`src/rtl/load_store_unit.sv`:
```
// Load/store unit: turns byte/half/word requests into word-granular data_memory
// accesses, with read-modify-write for sub-word stores and split word-crossing accesses.
module load_store_unit #(
    parameter int DEPTH          = 64,
    parameter bit MISALIGN_SPLIT = 1'b1
) (
    input  logic        clk,
    input  logic        reset,
    input  logic        req_valid,
    output logic        req_ready,
    input  logic        req_is_store,
    input  logic [2:0]  req_funct3,
    input  logic [31:0] req_addr,
    input  logic [31:0] req_wdata,
    output logic        resp_valid,
    input  logic        resp_ready,
    output logic [31:0] resp_rdata,
    output logic        resp_err,
    output logic        mem_read,
    output logic        mem_write,
    output logic [2:0]  mem_width,
    output logic [31:0] mem_address,
    output logic [31:0] mem_write_data,
    input  logic [31:0] mem_read_data
);

    typedef enum logic [2:0] {IDLE, RD0, WR0, RD1, WR1, RESP} state_t;

    localparam logic [31:0] DEPTH_W = 32'(DEPTH);

    state_t      state_reg;
    logic        req_ready_reg;
    logic        resp_valid_reg;
    logic        resp_err_reg;
    logic [31:0] resp_rdata_reg;
    logic        mem_read_reg;
    logic        mem_write_reg;
    logic [31:0] mem_address_reg;
    logic [31:0] mem_write_data_reg;

    logic        is_store_reg;
    logic        unsigned_reg;
    logic [1:0]  off_reg;
    logic [2:0]  size_reg;
    logic [29:0] w0_reg;
    logic [31:0] wdata_reg;
    logic        cross_reg;
    logic [31:0] lo_reg;

    // Decode of the incoming request, evaluated only when accepting in IDLE
    logic [1:0]  req_off;
    logic [2:0]  req_size;
    logic [2:0]  req_end;
    logic [29:0] req_w0;
    logic        req_cross;
    logic        req_illegal;
    logic        req_oob;
    logic        req_err;

    assign req_off  = req_addr[1:0];
    assign req_w0   = req_addr[31:2];
    assign req_size = (req_funct3[1:0] == 2'b00) ? 3'd1 :
                      (req_funct3[1:0] == 2'b01) ? 3'd2 : 3'd4;
    assign req_end   = {1'b0, req_off} + req_size;
    assign req_cross = (req_end > 3'd4);

    always_comb begin
        req_illegal = 1'b0;
        if (req_is_store)
            req_illegal = (req_funct3 >= 3'b011);
        else
            req_illegal = (req_funct3 == 3'b011) || (req_funct3 == 3'b110) ||
                          (req_funct3 == 3'b111);
    end

    assign req_oob = ({2'b00, req_w0} >= DEPTH_W) ||
                     (req_cross && (({2'b00, req_w0} + 32'd1) >= DEPTH_W));
    assign req_err = req_illegal || req_oob || (req_cross && !MISALIGN_SPLIT);

    // Store merge: store bytes shifted into their lanes across the {hi, lo} pair
    logic [63:0] store_shifted;
    logic [7:0]  size_mask;
    logic [7:0]  lane_mask;
    logic [31:0] merged_lo;
    logic [31:0] merged_hi;

    assign store_shifted = {32'b0, wdata_reg} << {off_reg, 3'b000};
    assign size_mask = (size_reg == 3'd1) ? 8'h01 :
                       (size_reg == 3'd2) ? 8'h03 : 8'h0F;
    assign lane_mask = size_mask << off_reg;

    genvar gi;
    generate
        for (gi = 0; gi < 4; gi++) begin : g_lane
            assign merged_lo[8*gi +: 8] = lane_mask[gi] ? store_shifted[8*gi +: 8]
                                                        : mem_read_data[8*gi +: 8];
            assign merged_hi[8*gi +: 8] = lane_mask[gi+4] ? store_shifted[32+8*gi +: 8]
                                                          : mem_read_data[8*gi +: 8];
        end
    endgenerate

    // Load extraction uses the word arriving this cycle, so the result is ready at the last read
    logic [63:0] load_pair;
    logic [31:0] load_word;
    logic [31:0] load_result;

    assign load_pair = (state_reg == RD1) ? {mem_read_data, lo_reg} : {32'b0, mem_read_data};
    assign load_word = 32'(load_pair >> {off_reg, 3'b000});

    always_comb begin
        load_result = load_word;
        case (size_reg)
            3'd1: load_result = unsigned_reg ? {24'b0, load_word[7:0]}
                                             : {{24{load_word[7]}}, load_word[7:0]};
            3'd2: load_result = unsigned_reg ? {16'b0, load_word[15:0]}
                                             : {{16{load_word[15]}}, load_word[15:0]};
            default: load_result = load_word;
        endcase
    end

    always_ff @(posedge clk or posedge reset) begin
        if (reset) begin
            state_reg          <= IDLE;
            req_ready_reg      <= 1'b1;
            resp_valid_reg     <= 1'b0;
            resp_err_reg       <= 1'b0;
            resp_rdata_reg     <= 32'b0;
            mem_read_reg       <= 1'b0;
            mem_write_reg      <= 1'b0;
            mem_address_reg    <= 32'b0;
            mem_write_data_reg <= 32'b0;
            is_store_reg       <= 1'b0;
            unsigned_reg       <= 1'b0;
            off_reg            <= 2'b0;
            size_reg           <= 3'b0;
            w0_reg             <= 30'b0;
            wdata_reg          <= 32'b0;
            cross_reg          <= 1'b0;
            lo_reg             <= 32'b0;
        end else begin
            mem_read_reg  <= 1'b0;
            mem_write_reg <= 1'b0;
            case (state_reg)
                IDLE: begin
                    if (req_valid) begin
                        is_store_reg  <= req_is_store;
                        unsigned_reg  <= req_funct3[2];
                        off_reg       <= req_off;
                        size_reg      <= req_size;
                        w0_reg        <= req_w0;
                        wdata_reg     <= req_wdata;
                        cross_reg     <= req_cross;
                        req_ready_reg <= 1'b0;
                        if (req_err) begin
                            state_reg      <= RESP;
                            resp_valid_reg <= 1'b1;
                            resp_err_reg   <= 1'b1;
                            resp_rdata_reg <= 32'b0;
                        end else begin
                            state_reg       <= RD0;
                            mem_read_reg    <= 1'b1;
                            mem_address_reg <= {2'b00, req_w0};
                        end
                    end
                end
                RD0: begin
                    lo_reg <= mem_read_data;
                    if (is_store_reg) begin
                        state_reg          <= WR0;
                        mem_write_reg      <= 1'b1;
                        mem_write_data_reg <= merged_lo;
                    end else if (cross_reg) begin
                        state_reg       <= RD1;
                        mem_read_reg    <= 1'b1;
                        mem_address_reg <= {2'b00, w0_reg} + 32'd1;
                    end else begin
                        state_reg      <= RESP;
                        resp_valid_reg <= 1'b1;
                        resp_rdata_reg <= load_result;
                    end
                end
                WR0: begin
                    if (cross_reg) begin
                        state_reg       <= RD1;
                        mem_read_reg    <= 1'b1;
                        mem_address_reg <= {2'b00, w0_reg} + 32'd1;
                    end else begin
                        state_reg      <= RESP;
                        resp_valid_reg <= 1'b1;
                        resp_rdata_reg <= 32'b0;
                    end
                end
                RD1: begin
                    if (is_store_reg) begin
                        state_reg          <= WR1;
                        mem_write_reg      <= 1'b1;
                        mem_write_data_reg <= merged_hi;
                    end else begin
                        state_reg      <= RESP;
                        resp_valid_reg <= 1'b1;
                        resp_rdata_reg <= load_result;
                    end
                end
                WR1: begin
                    state_reg      <= RESP;
                    resp_valid_reg <= 1'b1;
                    resp_rdata_reg <= 32'b0;
                end
                RESP: begin
                    if (resp_ready) begin
                        state_reg      <= IDLE;
                        resp_valid_reg <= 1'b0;
                        resp_err_reg   <= 1'b0;
                        resp_rdata_reg <= 32'b0;
                        req_ready_reg  <= 1'b1;
                    end
                end
                default: state_reg <= IDLE;
            endcase
        end
    end

    assign req_ready      = req_ready_reg;
    assign resp_valid     = resp_valid_reg;
    assign resp_err       = resp_err_reg;
    assign resp_rdata     = resp_rdata_reg;
    assign mem_read       = mem_read_reg;
    assign mem_write      = mem_write_reg;
    assign mem_width      = 3'b010;
    assign mem_address    = mem_address_reg;
    assign mem_write_data = mem_write_data_reg;

endmodule

```
`config.mk`:
```
export PLATFORM = sky130hd
export DESIGN_NAME = load_store_unit
export DESIGN_NICKNAME = d
export VERILOG_FILES = /design/src/rtl/load_store_unit.sv
export SDC_FILE = /design/constraint.sdc
export NUM_CORES = 1
export LEC_CHECK = 0
export ABC_AREA = 1
export CAP_MARGIN = 20
export CORE_ASPECT_RATIO = 0.6
export CORE_MARGIN = 5
export CORE_UTILIZATION = 40
export CTS_CLUSTER_DIAMETER = 50
export DETAILED_ROUTE_END_ITERATION = 12
export PLACE_DENSITY = 0.65
export SYNTH_ARGS = -nofsm -noshare
export SYNTH_HDL_FRONTEND = slang
export SYNTH_SLANG_ARGS = --single-unit
export TNS_END_PERCENT = 100
```
`constraint.sdc`:
```
create_clock -name clk -period 7.7 [get_ports clk]
set_input_delay 1.925 -clock clk [delete_from_list [all_inputs] [get_ports clk]]
set_output_delay 1.925 -clock clk [all_outputs]
set_load 0.02 [all_outputs]
```
# --- Word level (Yosys, flattened, before mapping) ---
# Index checks and enable logic that the tools add are counted.
classes:
  n_addsub: 3
  magnitude_cmp: 4
  n_eq_ne: 21
  shift: 3
  muxes: 58
  reduce_logical: 20
op_table:
  columns: ["cell", "n"]
  rows:
  - ["$mux 32", 15]
  - ["$pmux 32 s6", 1]
  - ["$pmux 32 s2", 2]
  - ["$pmux 32 s3", 1]
  - ["$mux 64", 1]
  - ["$mux 8", 8]
  - ["$shl 32x5->64", 1]
  - ["$shr 64x5->32", 1]
  - ["$add 30x1->31 const B", 2]
  - ["$ge 31x7->1 const B", 1]
  - ["$ge 30x7->1 const B", 1]
  - ["$mux 3", 7]
  - ["$ne 2x2->1 const B", 10]
  - ["$pmux 3 s6", 1]
  - ["$mux 1", 16]
  - ["$eq 3x2->1 const B", 4]
  - ["$eq 3x3->1 const B", 4]
  - ["$mux 4", 2]
  - ["$reduce_and 4->1", 2]
  - ["$reduce_and 8->1", 1]
  - ["$shl 4x2->8", 1]
  - ["$eq 3x1->1 const B", 2]
  - ["$pmux 1 s6", 1]
  - ["$reduce_and 3->1", 2]
  - ["other kinds (16)", 22]
totals:
  regBits: 206
  out_inout_bits: 104

# --- Longest topological paths before layout ---
# Gate-level depths: netlist of the first run.
depth:
  depth_word: 11
  ltp_mapped: 19
  mapped_depth_nobuf: 18

# --- Worst setup path before layout of the first run ---
# No wires, ideal clock.
synth_path:
  path_type: "input to register"
  start: "input req_addr[4]"
  end: "register mem_address_reg[27] (netlist: mem_address[27])"
  setup_time_ns: 0.124
  arrival_time_ns: 3.458
  t_required_ns: 7.576
  path_slack_ns: 4.119
  cell_stages: 18
  cell_sequence: "nand2_2 > nor2_4 > nand2_2 > nor2_4 > nand3_1 > nand2_1 > nand2_1 > nor2_1 > nand2_1 > nor2_1 > nand2_1 > nand2_1 > nand2_1 > nand2_2 > nand2_2 > buf_2 > nand2_1 > nand2_1"
synth_via:
  elab_chain_len: 7
  elab_cells_between_ends: 8
synth_lines:
  columns: ["item", "line", "text"]
  rows:
  - ["from (decl)", "13", "input logic [31:0] req_addr,"]
  - ["$add 30x1->31", "77", "(req_cross && (({2'b00, req_w0} + 32'd1) >= DEPTH_W));"]
  - ["$ge 31x7->1", "77", null]
  - ["$logic_and 1x1->1", "77", null]
  - ["$logic_or 1x1->1 *", "76", "assign req_oob = ({2'b00, req_w0} >= DEPTH_W) ||"]
  - ["$logic_or 1x1->1 *", "78", "assign req_err = req_illegal || req_oob || (req_cross && !MISALIGN_SPLIT);"]
  - ["$ne 2x2->1 (no line) *", null, null]
  - ["$reduce_and 4->1 (no line) *", null, null]
  - ["to (signal assigned)", "162", "mem_address_reg <= {2'b00, req_w0};"]
  - ["to (signal assigned)", "175", "mem_address_reg <= {2'b00, w0_reg} + 32'd1;"]
  - ["to (signal assigned)", "186", "mem_address_reg <= {2'b00, w0_reg} + 32'd1;"]
  - ["to (decl)", "38", "logic [31:0] mem_address_reg;"]
# Mark *: on every way between the ends. The rest lies on a longest branch, timed or not.
# A chain may end at the register's enable or synchronous reset.

# --- Worst setup path after layout of the first run ---
layout_path:
  start: "input req_addr[9]"
  end: "register mem_address_reg[5] (netlist: mem_address[5])"
# Same word-level chain as after synthesis.

==> results of run 1 <==
[metal layers]
layer	track usage, %	vias to the layer above	share of wire (%)
met5	0	-	0.028
met4	4.53	2	1.8
met3	8.50	65	12
met2	33.9	686	36
met1	45.2	6241	50
li1	-	6305	-
[kinds of logic (layout without fill, tap and decap cells)]
group	Yosys count	after routing	synth area share, %
AND/OR/NAND/NOR	898	898	30.2
AO/OA/AOI/OAI	429	429	18.7
buffers and inverters	277	436	8.87
other	2	4	0.0594
XOR/XNOR	17	17	1.18
flip-flops	205	205	40.6
adder cells (fa/ha/maj)	3	3	0.356
[cell type report]
type | count | area [um^2] | area share [%]
Multi-Input combinational cell | 1351 | 6410 | 41.0
Clock buffer | 33 | 686 | 4.38
Clock inverter | 10 | 83.8 | 0.536
Timing Repair Buffer | 219 | 2150 | 13.8
Inverter | 174 | 661 | 4.22
Tap cell | 416 | 520 | 3.33
Sequential cell | 205 | 5130 | 32.8
[critical path, cell delays in order]
cell and delay [ns]:
sky130_fd_sc_hd__clkdlybuf4s50_1 0.66, sky130_fd_sc_hd__nand2_1 0.21, sky130_fd_sc_hd__nor2_2 0.28, sky130_fd_sc_hd__nand2_2 0.11
sky130_fd_sc_hd__nor2_4 0.17, sky130_fd_sc_hd__nand2_1 0.07, sky130_fd_sc_hd__nand2_1 0.07, sky130_fd_sc_hd__nand2_1 0.06
sky130_fd_sc_hd__nor2_1 0.13, sky130_fd_sc_hd__nand3_1 0.10, sky130_fd_sc_hd__nor2_1 0.09, sky130_fd_sc_hd__nand2_1 0.06
sky130_fd_sc_hd__nand2_1 0.10, sky130_fd_sc_hd__nand2_1 0.09, sky130_fd_sc_hd__nand2_2 0.52, sky130_fd_sc_hd__nand2_2 0.55
sky130_fd_sc_hd__nand2_1 0.20, sky130_fd_sc_hd__nand2_1 0.06
[metrics by stage]
step,cells,util [%]
3_3_place_gp,2363,47.7
6_report,2408,50.2
2_1_floorplan,1833,-
5_1_grt,2408,50.2
3_5_place_dp,2363,47.7
4_1_cts,2406,50.2
[report_power, final]
group          internal [W]  switching [W]  total, W
registers           0.00159       0.000405   0.00199
logic               0.00125        0.00266   0.00391
clock network      0.000636       0.000495   0.00113
total               0.00348        0.00356   0.00703
[worst max path at each step]
stage | cells past startpoint | slack (ns) | end
3_5_place_dp | 18 | 2.15 | mem_address[5]
5_1_grt | 18 | 2.39 | mem_address[9]
3_3_place_gp | 18 | 2.14 | mem_address[27]
4_1_cts | 18 | 2.71 | mem_address[5]
2_1_floorplan | 1 | 0.18 | cross_reg
6_report | 18 | 2.64 | mem_address[5]
[cell usage after synthesis (3+ instances only)]
cell type / instances / area share, %
sky130_fd_sc_hd__nand2_1: 533 / 16
sky130_fd_sc_hd__o21ai_0: 263 / 10
sky130_fd_sc_hd__dfrtp_1: 204 / 40
sky130_fd_sc_hd__nor2_1: 174 / 5.2
sky130_fd_sc_hd__inv_1: 166 / 4.9
sky130_fd_sc_hd__nand3_1: 85 / 3.4
sky130_fd_sc_hd__clkbuf_1: 71 / 2.1
sky130_fd_sc_hd__a21oi_1: 68 / 2.7
sky130_fd_sc_hd__a31oi_1: 42 / 2.1
sky130_fd_sc_hd__nand4_1: 22 / 1.1
sky130_fd_sc_hd__nor3_1: 20 / 0.79
sky130_fd_sc_hd__o211ai_1: 18 / 1.1
sky130_fd_sc_hd__buf_2: 16 / 0.63
sky130_fd_sc_hd__nand2_2: 15 / 0.74
sky130_fd_sc_hd__nand3_2: 14 / 1.1
sky130_fd_sc_hd__o22ai_1: 13 / 0.64
sky130_fd_sc_hd__buf_4: 10 / 0.59
sky130_fd_sc_hd__o221ai_1: 10 / 0.69
sky130_fd_sc_hd__xnor2_1: 10 / 0.69
sky130_fd_sc_hd__nand3b_1: 8 / 0.48
sky130_fd_sc_hd__xor2_1: 7 / 0.49
sky130_fd_sc_hd__inv_2: 6 / 0.18
sky130_fd_sc_hd__nor2_2: 6 / 0.30
sky130_fd_sc_hd__nor2_4: 6 / 0.53
sky130_fd_sc_hd__nor4_1: 6 / 0.30
sky130_fd_sc_hd__or2_2: 5 / 0.25
sky130_fd_sc_hd__buf_1: 4 / 0.12
sky130_fd_sc_hd__o2111ai_1: 3 / 0.21
==> results.json, run 1 <==
{
  "status": "finished, final reports clean",
  "final_sum_of_negative_setup_slack_ns": 0,
  "max_freq_ghz": 0.198,
  "grt_max_degree": 105,
  "setup_repair_after_global_routing_missed_its_margin": "no",
  "num-nets-final": 2083,
  "layout.filler_cells": 3184,
  "worst_case_vdd_ir_drop_mv": 0.168,
  "min_path_cells": 2,
  "drt_wirelength_mm": 49.7,
  "drcViolationCount": 0,
  "hold-path-endpoint": "mem_address[1]",
  "detail_route.first_pass.iterations": 6,
  "cts-resized-gates": 0,
  "grtUsageTotal_pct": 27.2,
  "path_class": "input pin to flip-flop",
  "power_density_nw_per_um2": 450,
  "fin_area_um2": 15600,
  "syn_area_per_cell_um2": 6.90,
  "worst_skew_pair.late_latency_ns": 0.54,
  "synth_seq_cells": 205,
  "via_count": 13300,
  "chipHeight_um": 148,
  "cts_buffers": 25,
  "timing.critical_path.required_ns": 8.13,
  "clock_sink_count": 205,
  "ioPinCount": 208,
  "cts.root.buffer_cell": "sky130_fd_sc_hd__clkbuf_16",
  "signed_area_change_from_the_synthesized_netlist_to_the_final_layout_pct": 23.8,
  "timing.rr.end": "mem_address[5]",
  "final_hold_viol_count": 0,
  "postSynthCellCount": 1831,
  "fp.dieArea_um2": 35400,
  "post_cts.repair.setup_buffers": 0,
  "seq_area_frac_synth_pct": 40.6,
  "synth-async-reset-ratio_pct": 100,
  "fin_worst_hold_slack_ns": 0.469,
  "drive_above_1_share_pct": 5.77,
  "regToRegSetupSlack_ns": 3.03,
  "overflow": 0,
  "timing.final.setup_violations": 0,
  "r2r_start": "state_reg[2]",
  "power_leakage_nw": 7.05,
  "routed_via_density": 5.52,
  "power.total_w": 0.00703,
  "min_delay_worst_type": "flip-flop to flip-flop",
  "yosys.cell_types.count": 46,
  "drtIter0Drc": 1985,
  "hold_start": "mem_address[1]",
  "tritoncts": "done",
  "place_worst_setup_slack_ns": 2.15,
  "slew_viol_final": 0,
  "postLayoutSetupSlackWorst_ns": 2.64,
  "critical_path_peak_fanout": 32,
  "place_area_um2": 14900,
  "ctsHoldBuffers": 0,
  "floorplan.initialDensity_pct": 40.6,
  "fp.dieW_um": 239,
  "cp-start-kind": "input pin",
  "hpwlAfterDp_mm": 37.8,
  "timing.critical_path.arrival_ns": 5.49,
  "layout_min_cycle_time_ns": 5.06,
  "post_synth_instance_area_um2": 12600,
  "avgRoutedWirePerCell_um": 20.6,
  "finalWeightedCongestion": 0.978,
  "mostFrequentLayoutCells": "sky130_fd_sc_hd__nand2_1, sky130_fd_sc_hd__o21ai_0, sky130_fd_sc_hd__dfrtp_1, sky130_fd_sc_hd__clkdlybuf4s50_1, sky130_fd_sc_hd__nor2_1",
  "vias_in_the_first_global_route": 12100,
  "clk_pin_slew_worst_paths_ns": 0.06,
  "ys.flop_type": "sky130_fd_sc_hd__dfrtp_1",
  "skew_ns": 0.0199,
  "setup.worst_path.end_class": "flip-flop",
  "reg2regPathDepth": 13,
  "final_min_period_over_clock_period_pct": 65.7,
  "io_buffers": 203,
  "worstSetupStartpoint": "req_addr[9]",
  "coreArea_um2": 31200,
  "most_common_cell_after_layout_fill_and_taps_aside": "sky130_fd_sc_hd__nand2_1",
  "grt_pass1_wl_mm": 74.8,
  "antenna_violating_nets_post_route": 0,
  "maxCapViolCount": 0,
  "antenna_found_initial": 1,
  "htree_levels": 1,
  "synth_edf_count": 0,
  "tightest_slew_ns": 1.02,
  "rows": 50,
  "clockBufferDepth": 3,
  "n_antenna_cell": 0,
  "yosysWarnings": 0,
  "timing.slew.headroom_pct": 31.9
}
Note: power is estimated with default switching activity, not from simulation.
==> run 2: changes to the inputs <==
==> constraint.sdc (replaced) <==
create_clock -name clk -period 4.6 [get_ports clk]
set_input_delay 1.15 -clock clk [delete_from_list [all_inputs] [get_ports clk]]
set_output_delay 1.15 -clock clk [all_outputs]
set_load 0.02 [all_outputs]
==> results.json, run 2 (synthesized netlist as in run 1, its figures left out) <==
{
  "antenna_violating_nets_post_route": 0,
  "path_class": "input pin to flip-flop",
  "cts_buffers": 25,
  "setup.worst_path.end_class": "flip-flop",
  "skew_ns": 0.0160,
  "layout_min_cycle_time_ns": 3.75,
  "max_freq_ghz": 0.267,
  "layout.cells.non_filler": 2425,
  "drcViolationCount": 0,
  "post_cts.repair.setup_buffers": 0,
  "power_leakage_nw": 7.16,
  "avgRoutedWirePerCell_um": 20.8,
  "num-nets-final": 2099,
  "cts-resized-gates": 0,
  "grt_pass1_wl_mm": 75.4,
  "timing.critical_path.required_ns": 5.00,
  "drtIter0Drc": 1894,
  "critical_path_peak_fanout": 32,
  "io_buffers": 203,
  "setup_repair_after_global_routing_missed_its_margin": "no",
  "placedCellCount": 2381,
  "finalWeightedCongestion": 1.00,
  "layout.filler_cells": 3095,
  "maxCapViolCount": 0,
  "grt_max_degree": 121,
  "ioPinCount": 208,
  "clk_pin_slew_worst_paths_ns": 0.06,
  "overflow": 0,
  "detail_route.first_pass.iterations": 6,
  "htree_levels": 1,
  "hpwlAfterDp_mm": 38.3,
  "via_count": 13400,
  "cts.root.buffer_cell": "sky130_fd_sc_hd__clkbuf_16",
  "n_antenna_cell": 0,
  "routed_via_density": 5.52,
  "timing.slew.headroom_pct": 32.8,
  "final_hold_viol_count": 0,
  "fp.dieArea_um2": 35400,
  "worst_skew_pair.late_latency_ns": 0.54,
  "final_min_period_over_clock_period_pct": 81.5,
  "chipHeight_um": 148,
  "most_common_cell_after_layout_fill_and_taps_aside": "sky130_fd_sc_hd__nand2_1",
  "ctsHoldBuffers": 0,
  "timing.final.setup_violations": 0,
  "drive_above_1_share_pct": 6.67,
  "slew_viol_final": 0,
  "rows": 50,
  "final_sum_of_negative_setup_slack_ns": 0,
  "tritoncts": "done",
  "drt_wirelength_mm": 50.4,
  "grtUsageTotal_pct": 27.5,
  "floorplan.initialDensity_pct": 40.6,
  "cp-start-kind": "input pin",
  "timing.critical_path.arrival_ns": 4.15,
  "min_delay_worst_type": "flip-flop to flip-flop",
  "status": "finished, final reports clean",
  "signed_area_change_from_the_synthesized_netlist_to_the_final_layout_pct": 25.5,
  "tightest_slew_ns": 1.00,
  "coreArea_um2": 31200,
  "clock_sink_count": 205,
  "mostFrequentLayoutCells": "sky130_fd_sc_hd__nand2_1, sky130_fd_sc_hd__o21ai_0, sky130_fd_sc_hd__dfrtp_1, sky130_fd_sc_hd__clkdlybuf4s50_1, sky130_fd_sc_hd__nor2_1",
  "antenna_found_initial": 2,
  "power_density_nw_per_um2": 765,
  "vias_in_the_first_global_route": 12100,
  "fp.dieW_um": 239,
  "worst_case_vdd_ir_drop_mv": 0.383,
  "fin_util_pct": 50.9,
  "clockBufferDepth": 3
}
## run 2: cell count changes in the layout (fill, tap and decap cells not counted), sizes merged
cell      before  now
bufinv         0    3
clkbuf        33   31
clkinvlp       0    3
clkinv         5    6
buf           16   32
inv          179  175
## run 2: final cells by class
| class | instances | area, um^2 | area share [%] |
|---|---|---|---|
| multi-input cells | 1351 | 6410 | 40.4 |
| flip-flops and latches | 205 | 5130 | 32.4 |
| repair buffers | 235 | 2300 | 14.5 |
| clock buffers | 31 | 688 | 4.34 |
| inverters | 174 | 657 | 4.14 |
| well taps | 416 | 520 | 3.28 |
| clock inverters | 13 | 163 | 1.03 |
## run 2: critical path, cell delays in order
cell and delay, ns:
sky130_fd_sc_hd__clkdlybuf4s50_1 0.70, sky130_fd_sc_hd__nand2_1 0.14, sky130_fd_sc_hd__nor2_1 0.26, sky130_fd_sc_hd__nand2_1 0.18, sky130_fd_sc_hd__inv_1 0.17, sky130_fd_sc_hd__nand2_1 0.07
sky130_fd_sc_hd__nand2_1 0.07, sky130_fd_sc_hd__nand4_1 0.09, sky130_fd_sc_hd__nor2_1 0.10, sky130_fd_sc_hd__nand2_1 0.06, sky130_fd_sc_hd__nor2_1 0.14, sky130_fd_sc_hd__nand2_1 0.07
sky130_fd_sc_hd__nand2_1 0.09, sky130_fd_sc_hd__nand2_1 0.09, sky130_fd_sc_hd__nand2_2 0.11, sky130_fd_sc_hd__nand2_2 0.38, sky130_fd_sc_hd__nand2_1 0.17, sky130_fd_sc_hd__nand2_1 0.07
## run 2: final timing paths
kind                                     start              end  slack [ns]  depth (start not counted)
worst max register to register    state_reg[2]   resp_rdata[20]        1.18                         14
worst min-delay path            mem_address[6]   mem_address[6]        0.47                          2
max in group asynchronous                reset       lo_reg[14]        2.84                          3
worst min register to register  mem_address[6]   mem_address[6]        0.47                          2
min in group asynchronous                reset         mem_read        0.85                          2
worst max-delay path               req_addr[7]  mem_address[27]        0.85                         18
## run 2: power breakdown
group	internal, W	leakage, nW	switching (W)
registers	0.00265	2.52	0.000697
logic	0.00219	4.23	0.00452
clock network	0.00124	0.417	0.000840
total	0.00608	7.16	0.00605
## run 2: routing by layer
layer | up-vias | global-route usage, % | part of all wire (%)
met5 | - | 0 | 0.040
met4 | 2 | 4.45 | 1.6
met3 | 72 | 9.68 | 14
met2 | 730 | 33.5 | 36
met1 | 6259 | 45.5 | 48
li1 | 6327 | - | -
## run 2: metrics by stage
stage	cell area, um^2	hold WS (ns)	setup slack [ns]	total power, W
final	15900	0.471	0.851	0.0121
after detailed placement	15000	0.460	0.384	0.00988
after CTS	15900	0.474	0.951	0.0120
after global placement	15000	0.456	0.398	0.00982
after global routing	15900	0.494	0.610	0.0129
after floorplan	12600	0.442	0.793	0.00738
